## config.mk

```make
export PLATFORM = sky130hd
export DESIGN_NAME = i2c_slave_ctrl_flat
export DESIGN_NICKNAME = d
export VERILOG_FILES = /design/src/rtl/i2c_slave_ctrl_if.sv /design/src/rtl/i2c_slave_ctrl.sv /design/src/flat_wrapper.sv
export SDC_FILE = /design/constraint.sdc
export NUM_CORES = 1
export LEC_CHECK = 0
export BUFFER_PORTS_ARGS = -buffer_cell sky130_fd_sc_hd__clkbuf_2
export CORE_UTILIZATION = 30
export DETAILED_ROUTE_END_ITERATION = 8
export GPL_ROUTABILITY_DRIVEN = 0
export HOLD_SLACK_MARGIN = 0.1
export PLACE_DENSITY = 0.5
export SYNTH_ARGS = -nofsm -noshare
export SYNTH_HDL_FRONTEND = slang
export SYNTH_SLANG_ARGS = --single-unit
```

## constraint.sdc

```tcl
create_clock -name clk -period 3.7 [get_ports clk]
set_input_delay 0.555 -clock clk [delete_from_list [all_inputs] [get_ports clk]]
set_output_delay 0.555 -clock clk [all_outputs]
set_load 0.02 [all_outputs]
```

## src/rtl/i2c_slave_ctrl_if.sv

```systemverilog
// I2C slave sequencer bus bundle.
// Timer/detector/FIFO side is master, sequencer is slave.
interface i2c_slave_ctrl_if #(
  parameter int CNT_BITS = 8
) ();
  logic                start_found;
  logic                stop_found;
  logic                byte_received;
  logic                ack_prep;
  logic                check_ack;
  logic                ack_done;
  logic                address_match;
  logic                rw_mode;
  logic                sda_in;
  logic                tx_empty;
  logic                rx_full;
  logic                rx_enable;
  logic                tx_enable;
  logic                load_data;
  logic                tx_pop;
  logic                rx_push;
  logic [1:0]          sda_mode;
  logic                busy;
  logic [CNT_BITS-1:0] byte_count;
  logic                underrun;
  logic                overrun;

  modport master (
    output start_found, stop_found, byte_received,
    output ack_prep, check_ack, ack_done,
    output address_match, rw_mode, sda_in,
    output tx_empty, rx_full,
    input  rx_enable, tx_enable, load_data,
    input  tx_pop, rx_push, sda_mode, busy,
    input  byte_count, underrun, overrun
  );

  modport slave (
    input  start_found, stop_found, byte_received,
    input  ack_prep, check_ack, ack_done,
    input  address_match, rw_mode, sda_in,
    input  tx_empty, rx_full,
    output rx_enable, tx_enable, load_data,
    output tx_pop, rx_push, sda_mode, busy,
    output byte_count, underrun, overrun
  );
endinterface

```

## src/rtl/i2c_slave_ctrl.sv

```systemverilog
// I2C slave transaction sequencer.
// Drives shifters, SDA mode and FIFO strobes.
module i2c_slave_ctrl #(
  parameter int CNT_BITS     = 8,
  parameter bit NACK_ON_FULL = 1'b1
) (
  input  logic            clk,
  input  logic            rst,
  i2c_slave_ctrl_if.slave bus
);

  typedef enum logic [3:0] {
    S_IDLE      = 4'd0,
    S_ADDR      = 4'd1,
    S_ADDR_CHK  = 4'd2,
    S_ADDR_ACK  = 4'd3,
    S_ADDR_NACK = 4'd4,
    S_LOAD      = 4'd5,
    S_TX        = 4'd6,
    S_TX_ACK    = 4'd7,
    S_RX        = 4'd8,
    S_RX_PUSH   = 4'd9,
    S_RX_ACK    = 4'd10,
    S_WAIT_STOP = 4'd11
  } state_t;

  state_t r_state;
  state_t w_next;

  logic                r_rw_q;
  logic                r_mack_q;
  logic                r_mack_seen;
  logic                r_nack_q;
  logic [CNT_BITS-1:0] r_cnt;
  logic                r_underrun;
  logic                r_overrun;

  logic                w_clr;
  logic                w_inc;
  logic                w_cnt_max;

  // ack_prep is implied by the ACK states; unused here
  logic                w_unused;
  assign w_unused = bus.ack_prep;

  assign w_clr     = bus.start_found;
  assign w_cnt_max = (r_cnt == {CNT_BITS{1'b1}});
  assign w_inc     = ((r_state == S_TX) && bus.byte_received)
                   || (r_state == S_RX_PUSH);

  // State register
  always_ff @(posedge clk or posedge rst) begin
    if (rst) r_state <= S_IDLE;
    else     r_state <= w_next;
  end

  // Next-state: START beats STOP, both beat per-state rules
  always_comb begin
    w_next = r_state;
    if (bus.start_found) begin
      w_next = S_ADDR;
    end else if (bus.stop_found) begin
      w_next = S_IDLE;
    end else begin
      unique case (r_state)
        S_IDLE:      w_next = S_IDLE;
        S_ADDR:
          if (bus.byte_received) w_next = S_ADDR_CHK;
        S_ADDR_CHK:
          w_next = bus.address_match ? S_ADDR_ACK
                                     : S_ADDR_NACK;
        S_ADDR_ACK:
          if (bus.ack_done)
            w_next = r_rw_q ? S_LOAD : S_RX;
        S_ADDR_NACK:
          if (bus.ack_done) w_next = S_IDLE;
        S_LOAD:      w_next = S_TX;
        S_TX:
          if (bus.byte_received) w_next = S_TX_ACK;
        S_TX_ACK:
          if (bus.ack_done)
            w_next = r_mack_q ? S_WAIT_STOP : S_LOAD;
        S_RX:
          if (bus.byte_received) w_next = S_RX_PUSH;
        S_RX_PUSH:   w_next = S_RX_ACK;
        S_RX_ACK:
          if (bus.ack_done) w_next = S_RX;
        S_WAIT_STOP: w_next = S_WAIT_STOP;
        default:     w_next = S_IDLE;
      endcase
    end
  end

  // Moore output decode; tx_pop also gated by FIFO state
  always_comb begin
    bus.rx_enable = 1'b0;
    bus.tx_enable = 1'b0;
    bus.load_data = 1'b0;
    bus.tx_pop    = 1'b0;
    bus.rx_push   = 1'b0;
    bus.sda_mode  = 2'b00;
    bus.busy      = (r_state != S_IDLE);
    unique case (r_state)
      S_ADDR:     bus.rx_enable = 1'b1;
      S_ADDR_ACK: bus.sda_mode  = 2'b01;
      S_LOAD: begin
        bus.load_data = 1'b1;
        bus.tx_pop    = ~bus.tx_empty;
        bus.sda_mode  = 2'b11;
      end
      S_TX: begin
        bus.tx_enable = 1'b1;
        bus.sda_mode  = 2'b11;
      end
      S_RX:       bus.rx_enable = 1'b1;
      S_RX_PUSH:  bus.rx_push   = ~bus.rx_full;
      S_RX_ACK:
        bus.sda_mode = r_nack_q ? 2'b10 : 2'b01;
      default: ;
    endcase
  end

  // Direction bit latched while the address is checked
  always_ff @(posedge clk or posedge rst) begin
    if (rst)
      r_rw_q <= 1'b0;
    else if (r_state == S_ADDR_CHK)
      r_rw_q <= bus.rw_mode;
  end

  // Master ACK taken on the first check_ack cycle only
  always_ff @(posedge clk or posedge rst) begin
    if (rst) begin
      r_mack_q    <= 1'b0;
      r_mack_seen <= 1'b0;
    end else if (r_state != S_TX_ACK) begin
      r_mack_seen <= 1'b0;
    end else if (bus.check_ack && !r_mack_seen) begin
      r_mack_q    <= bus.sda_in;
      r_mack_seen <= 1'b1;
    end
  end

  // Write-byte ACK/NACK decision made at push time
  always_ff @(posedge clk or posedge rst) begin
    if (rst)
      r_nack_q <= 1'b0;
    else if (r_state == S_RX_PUSH)
      r_nack_q <= bus.rx_full ? NACK_ON_FULL : 1'b0;
  end

  // Saturating data byte counter, cleared by START
  always_ff @(posedge clk or posedge rst) begin
    if (rst)
      r_cnt <= '0;
    else if (w_clr)
      r_cnt <= '0;
    else if (w_inc && !w_cnt_max)
      r_cnt <= r_cnt + CNT_BITS'(1);
  end

  // Sticky error flags, cleared by START
  always_ff @(posedge clk or posedge rst) begin
    if (rst) begin
      r_underrun <= 1'b0;
      r_overrun  <= 1'b0;
    end else if (w_clr) begin
      r_underrun <= 1'b0;
      r_overrun  <= 1'b0;
    end else begin
      if ((r_state == S_LOAD) && bus.tx_empty)
        r_underrun <= 1'b1;
      if ((r_state == S_RX_PUSH) && bus.rx_full)
        r_overrun <= 1'b1;
    end
  end

  assign bus.byte_count = r_cnt;
  assign bus.underrun   = r_underrun;
  assign bus.overrun    = r_overrun;

endmodule

```

## src/flat_wrapper.sv

```systemverilog
// flat-port wrapper written by rule: the top's interface ports become plain ports
module i2c_slave_ctrl_flat 
#(
  parameter int CNT_BITS     = 8,
  parameter bit NACK_ON_FULL = 1'b1
)
  (clk, rst, bus_start_found, bus_stop_found, bus_byte_received, bus_ack_prep, bus_check_ack, bus_ack_done, bus_address_match, bus_rw_mode, bus_sda_in, bus_tx_empty, bus_rx_full, bus_rx_enable, bus_tx_enable, bus_load_data, bus_tx_pop, bus_rx_push, bus_sda_mode, bus_busy, bus_byte_count, bus_underrun, bus_overrun);
  i2c_slave_ctrl_if #(.CNT_BITS(CNT_BITS)) bus_i ();
  input  logic clk;
  input  logic rst;
  input wire logic [$bits(bus_i.start_found)-1:0] bus_start_found;
  input wire logic [$bits(bus_i.stop_found)-1:0] bus_stop_found;
  input wire logic [$bits(bus_i.byte_received)-1:0] bus_byte_received;
  input wire logic [$bits(bus_i.ack_prep)-1:0] bus_ack_prep;
  input wire logic [$bits(bus_i.check_ack)-1:0] bus_check_ack;
  input wire logic [$bits(bus_i.ack_done)-1:0] bus_ack_done;
  input wire logic [$bits(bus_i.address_match)-1:0] bus_address_match;
  input wire logic [$bits(bus_i.rw_mode)-1:0] bus_rw_mode;
  input wire logic [$bits(bus_i.sda_in)-1:0] bus_sda_in;
  input wire logic [$bits(bus_i.tx_empty)-1:0] bus_tx_empty;
  input wire logic [$bits(bus_i.rx_full)-1:0] bus_rx_full;
  output wire logic [$bits(bus_i.rx_enable)-1:0] bus_rx_enable;
  output wire logic [$bits(bus_i.tx_enable)-1:0] bus_tx_enable;
  output wire logic [$bits(bus_i.load_data)-1:0] bus_load_data;
  output wire logic [$bits(bus_i.tx_pop)-1:0] bus_tx_pop;
  output wire logic [$bits(bus_i.rx_push)-1:0] bus_rx_push;
  output wire logic [$bits(bus_i.sda_mode)-1:0] bus_sda_mode;
  output wire logic [$bits(bus_i.busy)-1:0] bus_busy;
  output wire logic [$bits(bus_i.byte_count)-1:0] bus_byte_count;
  output wire logic [$bits(bus_i.underrun)-1:0] bus_underrun;
  output wire logic [$bits(bus_i.overrun)-1:0] bus_overrun;
  assign bus_i.start_found = bus_start_found;
  assign bus_i.stop_found = bus_stop_found;
  assign bus_i.byte_received = bus_byte_received;
  assign bus_i.ack_prep = bus_ack_prep;
  assign bus_i.check_ack = bus_check_ack;
  assign bus_i.ack_done = bus_ack_done;
  assign bus_i.address_match = bus_address_match;
  assign bus_i.rw_mode = bus_rw_mode;
  assign bus_i.sda_in = bus_sda_in;
  assign bus_i.tx_empty = bus_tx_empty;
  assign bus_i.rx_full = bus_rx_full;
  assign bus_rx_enable = bus_i.rx_enable;
  assign bus_tx_enable = bus_i.tx_enable;
  assign bus_load_data = bus_i.load_data;
  assign bus_tx_pop = bus_i.tx_pop;
  assign bus_rx_push = bus_i.rx_push;
  assign bus_sda_mode = bus_i.sda_mode;
  assign bus_busy = bus_i.busy;
  assign bus_byte_count = bus_i.byte_count;
  assign bus_underrun = bus_i.underrun;
  assign bus_overrun = bus_i.overrun;
  i2c_slave_ctrl #(.CNT_BITS(CNT_BITS), .NACK_ON_FULL(NACK_ON_FULL)) u_core (.clk(clk), .rst(rst), .bus(bus_i));
endmodule
```

==> impl_metrics.csv, run 1 <==
group,metric,value,unit
outcome,run_status,"completed",
synth,syn-cell-area,1180,µm²
floorplan,std_cell_rows,22,
synth,synthFlopType,"sky130_fd_sc_hd__dfrtp_1",
global_route,globalRouteOverflowTotal,0,
synth,post_synth_edffs,0,
critical_path,crit_path_class,"reg2out",
timing,setup_viol_count_final,0,
timing,hold_slack,0.391,ns
timing,drv_slew,0,
critical_path,cp_max_fo,14,
synth,synth.avg_cell_area,8.64,µm²
global_route,grt_start_max_net_pins,25,
power_and_ir_drop,vdd_ir_drop_max,136,µV
cells_and_area,commonest_cells_after_routing_fill_and_taps_aside,"sky130_fd_sc_hd__clkbuf_2, sky130_fd_sc_hd__nor2_1, sky130_fd_sc_hd__dfrtp_1, sky130_fd_sc_hd__nand2_1, sky130_fd_sc_hd__a21oi_1",
timing,period_minus_ws_final,2.41,ns
run,max_cap_viol_count,0,
cells_and_area,layout.cells.non_filler,210,
synth,synth_fp_nets,151,
clock_tree,cts_max_path_buffers,2,
power_and_ir_drop,static-leakage-power,0.592,nW
floorplan,dieHeight,64.8,µm
timing,fin_worst_skew,0.00245,ns
timing,total_negative_slack_for_setup_checks,0,ns
cells_and_area,diodes,0,
clock_tree,hold_buffers,0,
route,drt_wl_total,2770,µm
synth,yosys_warnings,0,
synth,synth-seq-area-share,38.1,%
clock_tree,cts_max_level,1,
cells_and_area,final_common_cell,"sky130_fd_sc_hd__clkbuf_2",
cells_and_area,fill_cells,405,
global_route,initial_antenna_violation_count,0,
floorplan,boundaryPins,31,
floorplan,design.die.area,4200,µm²
critical_path,required,3.14,ns
timing,max-slew-margin-rel,52.4,%
cells_and_area,layout.area.seq,450,µm²
floorplan,die_width,64.8,µm
worst_hold_path,hp-class,"in2async",
route,route.vias.total,1139,
synth,synth-async-reset-ratio,100,%
synth,synth.distinct_cells,40,
global_route,grt_first_pass_wirelength,4670,µm
cells_and_area,multiInputGateArea,661,µm²
place,placed_cells_incl_taps,206,
place,numPortBuffers,29,
critical_path,crit_arrival,1.86,ns
synth,yosys_register_bits,18,
clock_tree,post_cts_buffers,0,
route,number_of_iterations_in_the_first_detailed_routing_pass,4,
route,drc_errors,0,
cells_and_area,drive_gt1_share,22.2,%
clock_tree,clk_latency,0.25,ns
clock_tree,cts_sinks,18,
cells_and_area,finish.net_count,177,
clock_tree,cts.reportedPaths.clkPinSlew,0.07,ns
place,post-place-ws,1.50,ns
clock_tree,tritoncts.num_buffers,3,
power_and_ir_drop,post-layout-total-power,460,µW
critical_path,timing.critical_path.to_type,"output port",
global_route,track_usage,14.2,%
timing,grt_setup_unrepaired,"no",
floorplan,floorplan.initialDensity,31.9,%
cells_and_area,layout-area-overhead-vs-synth,17.8,%
clock_tree,cts_repair_resize_count,0,
route,ant_nets,0,
route,route.detailed.wl_per_inst,13.2,µm
floorplan,core-area,3720,µm²
clock_tree,cts-root-buf,"sky130_fd_sc_hd__clkbuf_8",
place,dp_hpwl,2010,µm
timing,tightest_pin_transition,0.713,ns
synth,netlist_instances,137,
critical_path,timing.critical_path.from_type,"flip-flop",
global_route,vias_in_the_first_global_route,1033,
route,vias_per_cell,5.42,
timing,final-hold-violation-count,0,
timing,period_share,65.2,%
route,drt-initial-drc-count,103,
timing,clock.fmax,0.415,GHz
power_and_ir_drop,power_per_cell_area,330,nW/µm²
clock_tree,tritoncts_clock_tree,"yes",
timing,worst_setup_slack_final,1.29,ns
-- flip-flops by register name (all words and copies together) (netlist names) --
name	cells
u_core.r_nack_q	1
u_core.r_rw_q	1
u_core.r_mack_q	1
u_core.r_mack_seen	1
u_core.bus.byte_count	8
u_core.bus.overrun	1
u_core.r_state	4
u_core.bus.underrun	1
-- critical path: stages (launching register included) --
cell and delay [ns]:
sky130_fd_sc_hd__dfrtp_1 0.60, sky130_fd_sc_hd__nor2b_1 0.43, sky130_fd_sc_hd__and3_1 0.26, sky130_fd_sc_hd__nor2b_1 0.14, sky130_fd_sc_hd__clkbuf_2 0.17
-- cell families (layout without fill, tap and decap cells) --
family	Yosys count	after routing	share of synthesized area, %
simple gates	57	57	24.6
compound gates	40	40	24.0
buf+inv	14	39	6.13
mux	6	6	5.39
xor+xnor	1	1	0.740
flops	18	18	38.1
fa+ha+maj	1	1	1.06
-- worst paths after layout --
kind                            slack (ns)  depth (start not counted)               start                       end
worst max-delay path                  1.29                          4   u_core.r_state[0]                bus_tx_pop
worst min-delay path                  0.39                          2                 rst  u_core.bus.byte_count[6]
worst max register to register        1.46                          4   u_core.r_state[2]  u_core.bus.byte_count[5]
worst min register to register        0.50                          2  u_core.bus.overrun        u_core.bus.overrun
max in group asynchronous             2.86                          2                 rst           u_core.r_mack_q
min in group clk                      0.50                          2  u_core.bus.overrun        u_core.bus.overrun
-- Yosys cell counts (2+ instances only) --
cell type / n / area (µm²)
sky130_fd_sc_hd__o32ai_1: 2 / 17.5
sky130_fd_sc_hd__buf_2: 4 / 20.0
sky130_fd_sc_hd__and3_1: 2 / 12.5
sky130_fd_sc_hd__nor3b_1: 2 / 15.0
sky130_fd_sc_hd__clkbuf_1: 2 / 7.51
sky130_fd_sc_hd__o31ai_1: 2 / 15.0
sky130_fd_sc_hd__nor2_1: 18 / 67.6
sky130_fd_sc_hd__nand2b_1: 2 / 12.5
sky130_fd_sc_hd__o21a_1: 2 / 15.0
sky130_fd_sc_hd__nand2_1: 10 / 37.5
sky130_fd_sc_hd__mux2_1: 3 / 33.8
sky130_fd_sc_hd__nand4_1: 2 / 12.5
sky130_fd_sc_hd__nand3_1: 5 / 25.0
sky130_fd_sc_hd__nor2b_1: 7 / 43.8
sky130_fd_sc_hd__mux2i_1: 3 / 30.0
sky130_fd_sc_hd__inv_1: 5 / 18.8
sky130_fd_sc_hd__o21ai_0: 6 / 30.0
sky130_fd_sc_hd__o311ai_1: 2 / 17.5
sky130_fd_sc_hd__o21ai_1: 2 / 10.0
sky130_fd_sc_hd__o21bai_1: 2 / 15.0
sky130_fd_sc_hd__o41ai_1: 4 / 35.0
sky130_fd_sc_hd__buf_6: 2 / 22.5
sky130_fd_sc_hd__or4_1: 3 / 22.5
sky130_fd_sc_hd__nor4_1: 2 / 12.5
sky130_fd_sc_hd__a21oi_1: 9 / 45.0
sky130_fd_sc_hd__a2111oi_0: 3 / 26.3
sky130_fd_sc_hd__dfrtp_1: 18 / 450
-- power breakdown --
part | switching, mW | internal (mW)
registers | 0.0190 | 0.208
clock network | 0.0661 | 0.0945
logic | 0.0427 | 0.0295
-- metal layers --
layer	track usage (%)	vias up	wire (µm)
li1	-	559	-
met1	18.2	551	1220
met4	5.56	0	24
met3	2.46	4	114
met2	23.4	25	1400
met5	0	-	0
-- layout make-up --
type | count | share of cell area [%]
Multi-Input combinational cell | 105 | 47.4
Clock buffer | 4 | 3.95
Inverter | 6 | 1.62
Tap cell | 48 | 4.31
Sequential cell | 18 | 32.3
Timing Repair Buffer | 29 | 10.4
-- stage by stage --
step	utilization, %	cell area [µm²]
3_3_place_gp	36.0	1340
4_1_cts	37.5	1390
6_report	37.5	1390
2_1_floorplan	-	1180
5_1_grt	37.5	1390
3_5_place_dp	36.0	1340
(Power assumes the default switching activity.)
==> run 2: changes to the inputs <==
==> constraint.sdc (replaced) <==
create_clock -name clk -period 2.4 [get_ports clk]
set_input_delay 0.36 -clock clk [delete_from_list [all_inputs] [get_ports clk]]
set_output_delay 0.36 -clock clk [all_outputs]
set_load 0.02 [all_outputs]
==> run 2 against run 1 <==
Against the previous run: worst setup slack worse by 1.2 ns; register-to-register slack worse by 1.1 ns; via count down 0.35%; design area up 1.6%; routed wire length up 6.1%; non-clock buffer count up 3; count of clock-buffer cells in the layout unchanged; clock power up 56%; highest routed layer unchanged.
==> impl_metrics.csv, run 2 (same netlist as run 1, synthesis figures left out) <==
group,metric,value,unit
outcome,run_status,"completed",
floorplan,design.die.area,4200,µm²
timing,clock.fmax,0.440,GHz
clock_tree,cts_repair_resize_count,0,
route,route.detailed.wl_per_inst,13.8,µm
route,drt-initial-drc-count,65,
floorplan,std_cell_rows,22,
clock_tree,cts_max_level,1,
clock_tree,cts_sinks,18,
timing,worst_setup_slack_final,0.129,ns
power_and_ir_drop,post-layout-total-power,716,µW
place,numPortBuffers,29,
global_route,track_usage,15.7,%
critical_path,timing.critical_path.slowest_stage_cell,"sky130_fd_sc_hd__dfrtp_1",
place,dp_hpwl,2150,µm
route,drt-met1-wl,1380,µm
route,drt_wl_total,2940,µm
cells_and_area,diodes,0,
timing,grt_setup_unrepaired,"no",
timing,period_share,94.6,%
critical_path,timing.critical_path.to_type,"output port",
clock_tree,hold_buffers,0,
global_route,grt_start_max_net_pins,24,
floorplan,die_width,64.8,µm
clock_tree,post_cts_buffers,0,
clock_tree,tritoncts_clock_tree,"yes",
critical_path,cp_cell_sequence,"nor2b_1 > and3_1 > nor2b_1 > clkbuf_2",
global_route,initial_antenna_violation_count,0,
critical_path,crit_arrival,1.91,ns
critical_path,crit_path_max_delay_family,"simple AND/OR/NAND/NOR gates",
cells_and_area,layout.area.seq,450,µm²
cells_and_area,layout-area-overhead-vs-synth,19.7,%
critical_path,reg2reg_from,"u_core.r_state[0]",
floorplan,boundaryPins,31,
clock_tree,clk_latency,0.25,ns
critical_path,slowest_delay,0.61,ns
worst_hold_path,hp-class,"in2async",
critical_path,reg2reg_slack,0.36,ns
clock_tree,cts.reportedPaths.clkPinSlew,0.07,ns
power_and_ir_drop,power.share.clock,35.1,%
route,drc_errors,0,
timing,fin_worst_skew,0.00119,ns
critical_path,timing.critical_path.from_type,"flip-flop",
power_and_ir_drop,vdd_ir_drop_max,129,µV
timing,setup_viol_count_final,0,
power_and_ir_drop,internal_power,514,µW
timing,final-hold-violation-count,0,
global_route,vias_in_the_first_global_route,1061,
floorplan,core-area,3720,µm²
cells_and_area,final_common_cell,"sky130_fd_sc_hd__clkbuf_2",
power_and_ir_drop,netSwitchingPower,202,µW
route,met3_wirelength,125,µm
floorplan,floorplan.initialDensity,31.9,%
critical_path,setup.worst_path.start,"u_core.r_state[0]",
cells_and_area,commonest_cells_after_routing_fill_and_taps_aside,"sky130_fd_sc_hd__clkbuf_2, sky130_fd_sc_hd__nor2_1, sky130_fd_sc_hd__dfrtp_1, sky130_fd_sc_hd__nand2_1, sky130_fd_sc_hd__a21oi_1",
route,top_layer_in_use,"met4",
critical_path,crit_path_frequent_cell,"sky130_fd_sc_hd__nor2b_1",
power_and_ir_drop,power_per_cell_area,506,nW/µm²
timing,tightest_pin_transition,0.730,ns
power_and_ir_drop,p_comb_share,16.7,%
critical_path,worstPathBufferInverterCount,1,
route,ant_nets,0,
route,route.vias.total,1135,
place,post-place-ws,0.365,ns
clock_tree,tritoncts.num_buffers,3,
route,number_of_iterations_in_the_first_detailed_routing_pass,4,
clock_tree,cts-root-buf,"sky130_fd_sc_hd__clkbuf_8",
cells_and_area,largest_register_ffs,8,
cells_and_area,drive_gt1_share,23.6,%
clock_tree,cts_max_path_buffers,2,
timing,hold_slack,0.202,ns
timing,total_negative_slack_for_setup_checks,0,ns
critical_path,cp_max_fo,14,
power_and_ir_drop,power.share.switching,28.3,%
floorplan,dieHeight,64.8,µm
cells_and_area,fill_cells,422,
timing,drv_slew,0,
critical_path,crit_path_class,"reg2out",
cells_and_area,layout.core_utilization,38.1,%
cells_and_area,multiInputGateArea,661,µm²
global_route,globalRouteOverflowTotal,0,
route,met2WireLength,1400,µm
run,max_cap_viol_count,0,
global_route,grt_first_pass_wirelength,5090,µm
timing,max-slew-margin-rel,51.2,%
route,vias_per_cell,5.33,
cells_and_area,finish.net_count,180,
timing,period_minus_ws_final,2.27,ns
power_and_ir_drop,seq_power_share,48.3,%
power_and_ir_drop,static-leakage-power,0.608,nW
critical_path,required,2.04,ns
==> run 2: cell count changes in the layout (fill, tap and decap cells not counted) <==
cell / change
sky130_fd_sc_hd__buf_4: +3
==> run 2: final timing paths <==
path | cells after the start | to
worst max-delay path | 4 | bus_tx_pop
worst min-delay path | 2 | u_core.r_mack_q
worst max register to register | 4 | u_core.bus.byte_count[5]
worst min register to register | 2 | u_core.bus.overrun
max in group asynchronous | 2 | u_core.bus.byte_count[1]
min in group clk | 2 | u_core.r_mack_q
==> run 2: cell type report <==
class | instances | share of cell area (%)
well taps | 48 | 4.24
multi-input cells | 105 | 46.6
clock buffers | 4 | 3.89
flip-flops and latches | 18 | 31.8
inverters | 6 | 1.59
repair buffers | 32 | 11.8
==> run 2: through the flow <==
stage               cells  area, µm²
floorplan             137       1180
global placement      209       1360
detailed placement    209       1360
CTS                   213       1420
global route          213       1420
finish                213       1420
==> run 2: routing by layer <==
layer	vias to the layer above	global-route usage (%)
met5	-	0
met4	0	6.39
met3	4	2.29
met2	27	25.1
met1	540	20.8
li1	564	-
==> run 2: power groups by stage <==
| stage | sequential, mW | combinational, mW | clock, mW |
|---|---|---|---|
| finish | 0.346 | 0.119 | 0.251 |
| CTS | 0.345 | 0.121 | 0.260 |
| global placement | 0.351 | 0.117 | 0 |
| floorplan | 0.338 | 0.0934 | 0 |
| global route | 0.351 | 0.135 | 0.275 |
| detailed placement | 0.351 | 0.120 | 0 |
==> run 2: worst register-to-register path, cell delays in order, from the launching register on <==
cell and delay (ns):
sky130_fd_sc_hd__dfrtp_1 0.54, sky130_fd_sc_hd__nor2_1 0.26, sky130_fd_sc_hd__a41oi_2 0.38, sky130_fd_sc_hd__nor4_1 0.40
sky130_fd_sc_hd__mux2_1 0.35
